[config.mk]
export PLATFORM = sky130hd
export DESIGN_NAME = iter_shift_right
export DESIGN_NICKNAME = d
export VERILOG_FILES = /design/src/rtl/iter_shift_right.sv
export SDC_FILE = /design/constraint.sdc
export NUM_CORES = 1
export LEC_CHECK = 0
export BUFFER_PORTS_ARGS = -buffer_cell sky130_fd_sc_hd__buf_2
export CAP_MARGIN = 20
export CORE_ASPECT_RATIO = 0.5
export CORE_MARGIN = 3
export CORE_UTILIZATION = 52
export CTS_CLUSTER_SIZE = 24
export DETAILED_ROUTE_END_ITERATION = 7
export GPL_TIMING_DRIVEN = 0
export PLACE_DENSITY_LB_ADDON = 0.1
export REMOVE_ABC_BUFFERS = 1
export SETUP_SLACK_MARGIN = 0.1
export SLEW_MARGIN = 20
export SYNTH_ARGS = -nofsm -noshare
export SYNTH_HDL_FRONTEND = slang
export SYNTH_SLANG_ARGS = --single-unit
[constraint.sdc]
create_clock -name clk -period 2.6 [get_ports clk]
set_clock_uncertainty 0.2 [all_clocks]
set_input_delay 0.13 -clock clk [delete_from_list [all_inputs] [get_ports clk]]
set_output_delay 0.13 -clock clk [all_outputs]
set_load 0.02 [all_outputs]
[src/rtl/iter_shift_right.sv]
// Multi-cycle right shifter for SRL/SRA/SRLV/SRAV in the EX stage.
// Moves the operand at most STEP bits per clock under a start/busy/done handshake.
module iter_shift_right #(
    parameter int WIDTH   = 32,
    parameter int SHAMT_W = 5,
    parameter int STEP    = 1
) (
    input  logic               clk,
    input  logic               reset,
    input  logic               start,
    input  logic               arith,
    input  logic [SHAMT_W-1:0] shamt,
    input  logic [WIDTH-1:0]   din,
    output logic               busy,
    output logic               done,
    output logic [WIDTH-1:0]   dout
);

    typedef enum logic [1:0] {
        S_IDLE,
        S_SHIFT,
        S_DONE
    } state_t;

    // STEP may equal WIDTH, which does not fit in SHAMT_W bits.
    localparam logic [SHAMT_W:0] STEP_W = (SHAMT_W + 1)'(STEP);

    state_t             state;
    state_t             state_nxt;
    logic               load;
    logic [WIDTH-1:0]   acc;
    logic [SHAMT_W-1:0] cnt;
    logic               fill;
    logic [SHAMT_W-1:0] k;
    logic [WIDTH-1:0]   shifted;

    always_comb begin
        if ({1'b0, cnt} < STEP_W) begin
            k = cnt;
        end else begin
            k = STEP_W[SHAMT_W-1:0];
        end
    end

    // Inverting around a logical shift yields a one-filled shift.
    always_comb begin
        if (fill) begin
            shifted = ~((~acc) >> k);
        end else begin
            shifted = acc >> k;
        end
    end

    always_comb begin
        state_nxt = state;
        load      = 1'b0;
        unique case (state)
            S_IDLE: begin
                if (start) begin
                    load      = 1'b1;
                    state_nxt = S_SHIFT;
                end
            end
            S_SHIFT: begin
                if (cnt == '0) begin
                    state_nxt = S_DONE;
                end
            end
            S_DONE: begin
                if (start) begin
                    load      = 1'b1;
                    state_nxt = S_SHIFT;
                end else begin
                    state_nxt = S_IDLE;
                end
            end
            default: begin
                state_nxt = S_IDLE;
            end
        endcase
    end

    always_ff @(posedge clk) begin
        if (reset) begin
            state <= S_IDLE;
            busy  <= 1'b0;
            done  <= 1'b0;
        end else begin
            state <= state_nxt;
            busy  <= (state_nxt == S_SHIFT);
            done  <= (state_nxt == S_DONE);
        end
    end

    always_ff @(posedge clk) begin
        if (reset) begin
            acc  <= '0;
            cnt  <= '0;
            fill <= 1'b0;
            dout <= '0;
        end else begin
            if (load) begin
                acc  <= din;
                cnt  <= shamt;
                fill <= arith & din[WIDTH-1];
            end else if (state == S_SHIFT) begin
                if (cnt != '0) begin
                    acc <= shifted;
                    cnt <= cnt - k;
                end else begin
                    dout <= acc;
                end
            end
        end
    end

endmodule

==> Word-level counts from Yosys, hierarchy flattened <==
Index checks and enable logic that the tools add are counted.
{ "word_totals": {"register_bits": 74, "latch_bits": 0, "ram_bits": 0, "romBits": 0, "out_inout_bits": 34, "n_memories": 0} }
{ "classes": {"addsub": 1, "multipliers": 0, "n_div": 0, "magnitude_cmp": 1, "n_eq_ne": 4, "n_shift": 2, "mux": 14, "bitwise_logic": 5, "reduce_logical": 8} }
{ "ops": {"columns": ["cell", "n"], "rows": [
  ["two-way mux 32 bit", 4],
  ["inverter 32 bit", 2],
  [">> shifter 32 x 5 -> 32 bit", 2],
  ["two-way mux 5 bit", 4],
  ["one-hot mux 2 bit (3 select lines)", 1],
  ["zero test 5 bit", 1],
  ["< comparator 5 x 1 -> 1 bit (second input constant)", 1],
  ["nonzero test 5 bit", 1],
  ["subtractor 5 bit", 1],
  ["== test 2 x 1 -> 1 bit (second input constant)", 2],
  ["== test 2 bit (second input constant)", 2],
  ["two-way mux 2 bit", 2],
  ["nonzero test 2 bit", 2],
  ["two-way mux 1 bit", 3],
  ["AND reduction 3 bit", 1],
  ["zero test 2 bit", 1],
  ["inverter 1 bit", 2],
  ["AND reduction 2 bit", 1],
  ["OR reduction 2 bit", 1],
  ["AND 1 bit", 1]
]} }

==> Longest topological paths before layout <==
{ "depth": {"ltp_word": 8, "ltp_mapped": 6, "depth_no_buf": 6} }

==> Worst setup path after synthesis <==
No wires, ideal clock.
{ "synth_path": {"kind": "register to register", "start": "reg cnt[1]", "end": "reg dout[10]", "setup_time_ns": 0.128, "t_arrival_ns": 1.610, "required_ns": 2.272, "slack_ns": 0.662, "path_stages_with_launch": 6, "n_path_buf": 1, "synth_period_minus_slack_ns": 1.938, "path_cell_list": "dfxtp_1 -> or4_4 -> nor3_4 -> buf_6 -> mux2i_1 -> nor2_1"} }
{ "synth_between": {"elab_chain_cells": 3} }
{ "synth_lines": {"columns": ["item", "line_no", "rtl"], "rows": [
  ["start, declared", "32", "logic [SHAMT_W-1:0] cnt;"],
  ["start signal, assigned", "104", "cnt <= shamt;"],
  ["start signal, assigned", "109", "cnt <= cnt - k;"],
  ["nonzero test 5 bit", "107", "if (cnt != '0) begin"],
  ["inverter 1 bit (no line)", null, null],
  ["AND reduction 3 bit (no line)", null, null],
  ["end signal, assigned", "100", "dout <= '0;"],
  ["end signal, assigned", "111", "dout <= acc;"],
  ["end, declared", "16", "output logic [WIDTH-1:0] dout"]
]} }
No other way between the ends.
A chain may end at the register's enable or synchronous reset.

==> Final worst setup path <==
{ "layout_path": {"start": "reg cnt[4]", "end": "reg dout[30]"} }
The elaborated chain is that of the path after synthesis.

==> run summary <==
Post-synthesis sequential area ratio = 0.4979
Die Height = 59.49 um
Avg Cell Area, Syn = 9.629 um2
Worst-Skew Late Latency = 330 ps
Pre-antenna DRT Iters = 4
Final Hold Viols = 0
Pin count of the biggest net entering global routing = 56
Final setup fails = 0
Worst-path clk slew = 50 ps
Tmin final = 2281 ps
CP Data Arrival Time = 2250 ps
Core region area = 0.005225 mm2
Post-synth ARST share = 0
Row Count = 18
CTS Buffer Depth = 2
Wire per inst = 14.27 um
Relative slew slack = 0.3431
Total Power = 2.852 mW
Commonest cells after routing, fill and taps aside = 74 x dfxtp_1, 74 x buf_2, 57 x nor2_1
Clock sink count = 74
Required @ worst endpoint = 2570 ps
Initial drt markers = 248
HP Class = in2reg
H-tree Lvls = 3
Core Util, Final = 0.7814
Worst-path maximum fanout = 11
Hpwl dp = 4.406 mm
Via count = 2596
Status = complete, no violations
DRC viols = 0
Share of cells above drive strength 1 = 0.2447
EDFF count, synth = 0
Post-Place Cell Area = 0.003421 mm2
Leak pwr = 1.826 nW
TritonCTS clock tree = built
Max Fclk = 438.5 MHz
Initial Util = 0.5694
Non-filler cells, final = 491
Maxcap violations = 0
Via density = 5.287
Share of the synthesized area in the top cell type = 0.4979
Critical Path End Type = register
Die Wd = 113.0 um
Final period utilization = 0.8772
Max VDD drop = 0.4907 mV
Synth Instances = 309
First-pass GRT wire length = 11.86 mm
Power Density = 698.5 mW/mm2
Antenna violations before repair = 0
CP Class = reg2reg
GRT overflow = 0
Critical Path Start Type = register
Netlist cell types = 31
Synth area leader = dfxtp_1
Root Buffer = clkbuf_16
Final Wtd Congestion = 0.7406
Actual slew at the worst max-slew pin = 985.4 ps
P&R area growth vs syn = 37.22%
Vias in the first global route = 2618
Synth warn = 0
Post-synth top flop = dfxtp_1
WHS = 218.2 ps
Largest cells by area after synthesis = dfxtp_1 50%, mux2i_1 18%, nor2_1 7.3%, a211oi_1 3.0%, nand2_1 2.9%
Routed WL = 7.008 mm
Pins Over Slew Limit = 0
Final Cell Area = 0.004083 mm2
# diodes = 0
Inserted Clock Buffers = 9
Cell area after synthesis = 0.002975 mm2
Detail Route Antenna Nets = 0
GRT Total Usage = 0.2244
RSZ-0062 raised after global routing = false
Yosys reg bits = 74
PortBufs = 74
Number of cells after detailed placement = 437
Final net count = 459
Die footprint = 0.006721 mm2
I/O pin count = 75
repair_timing:
item,in CTS,in global routing
hold buffers,38,0
hold endpoints to repair,38,0
endpoints found under the setup margin,31,0
resized for setup,1,0
setup buffers,1,0
synthesized netlist by cell type (2+ instances only):
library cell and number:
nand2b_1 4, a2111oi_0 2, o21ai_0 9, dfxtp_1 74, a311oi_1 2, nand3_1 3
buf_6 5, nand2_1 23, a31oi_1 2, nor2b_1 2, clkbuf_1 14, mux2i_1 53
nor3_1 5, o21bai_1 11, nor2_1 58, o21ai_1 12, a21oi_1 4, nand4b_1 2
a211oi_1 12
state kept, by name (all words and copies together) (netlist names), named ones only:
name,cells
dout,32
cnt,5
busy,1
state,2
done,1
acc,30
fill,1
area by class of cell:
cell class	instances	area [um2]
inverter	1	3.754
sequential	74	1481
timing repair buffer	119	869.6
clock buffer	12	256.5
multi-input combinational	212	1369
tap	70	87.58
clock inverter	3	15.01
fill	371	1142
logic make-up (layout without fill, tap and decap cells):
group,Yosys count,count (layout),synth area share
and+or+nand+nor,102,102,0.1501
muxes,53,53,0.1783
adders and majority gates,1,1,0.004205
buffers and inverters,23,135,0.04709
AOI/OAI and AO/OA,56,56,0.1224
DFF,74,74,0.4979
metrics by stage:
step,TNS [ps],worst slack (ps)
floorplan,-10360,-278.0
global placement,-44090,-801.8
detailed placement,-251.3,-50.90
CTS,0,324.5
global route,0,201.4
finish,0,319.4
worst max-delay path, cell delays in order, from the launching register on:
cell and delay, ps:
dfxtp_1 330, or4_4 600, nor3_4 170, buf_6 180
buf_8 170, buf_8 170, mux2i_1 210, nor2_1 70
power breakdown:
part           switching, mW  internal, mW  leakage (nW)  total (mW)
Sequential            0.0601          1.21         0.605        1.27
Clock                  0.427         0.687         0.138        1.11
Combinational          0.237         0.227          1.08       0.465
per-layer routing:
layer | share of wire | up-vias | global-route usage | wire [um]
met5 | 0 | - | 0 | 0
met3 | 0.069 | 14 | 0.07441 | 485
met4 | 0.014 | 0 | 0.09075 | 101
li1 | - | 1289 | - | -
met2 | 0.46 | 83 | 0.3838 | 3244
met1 | 0.45 | 1210 | 0.2657 | 3176
worst paths after layout:
path	start	to	slack [ps]	cells past startpoint
max	cnt[4]	dout[30]	320	7
min	start	fill	220	4
max reg2reg	cnt[4]	dout[30]	320	7
min reg2reg	fill	fill	270	2
No activity file was read; power rests on OpenSTA's default activity.
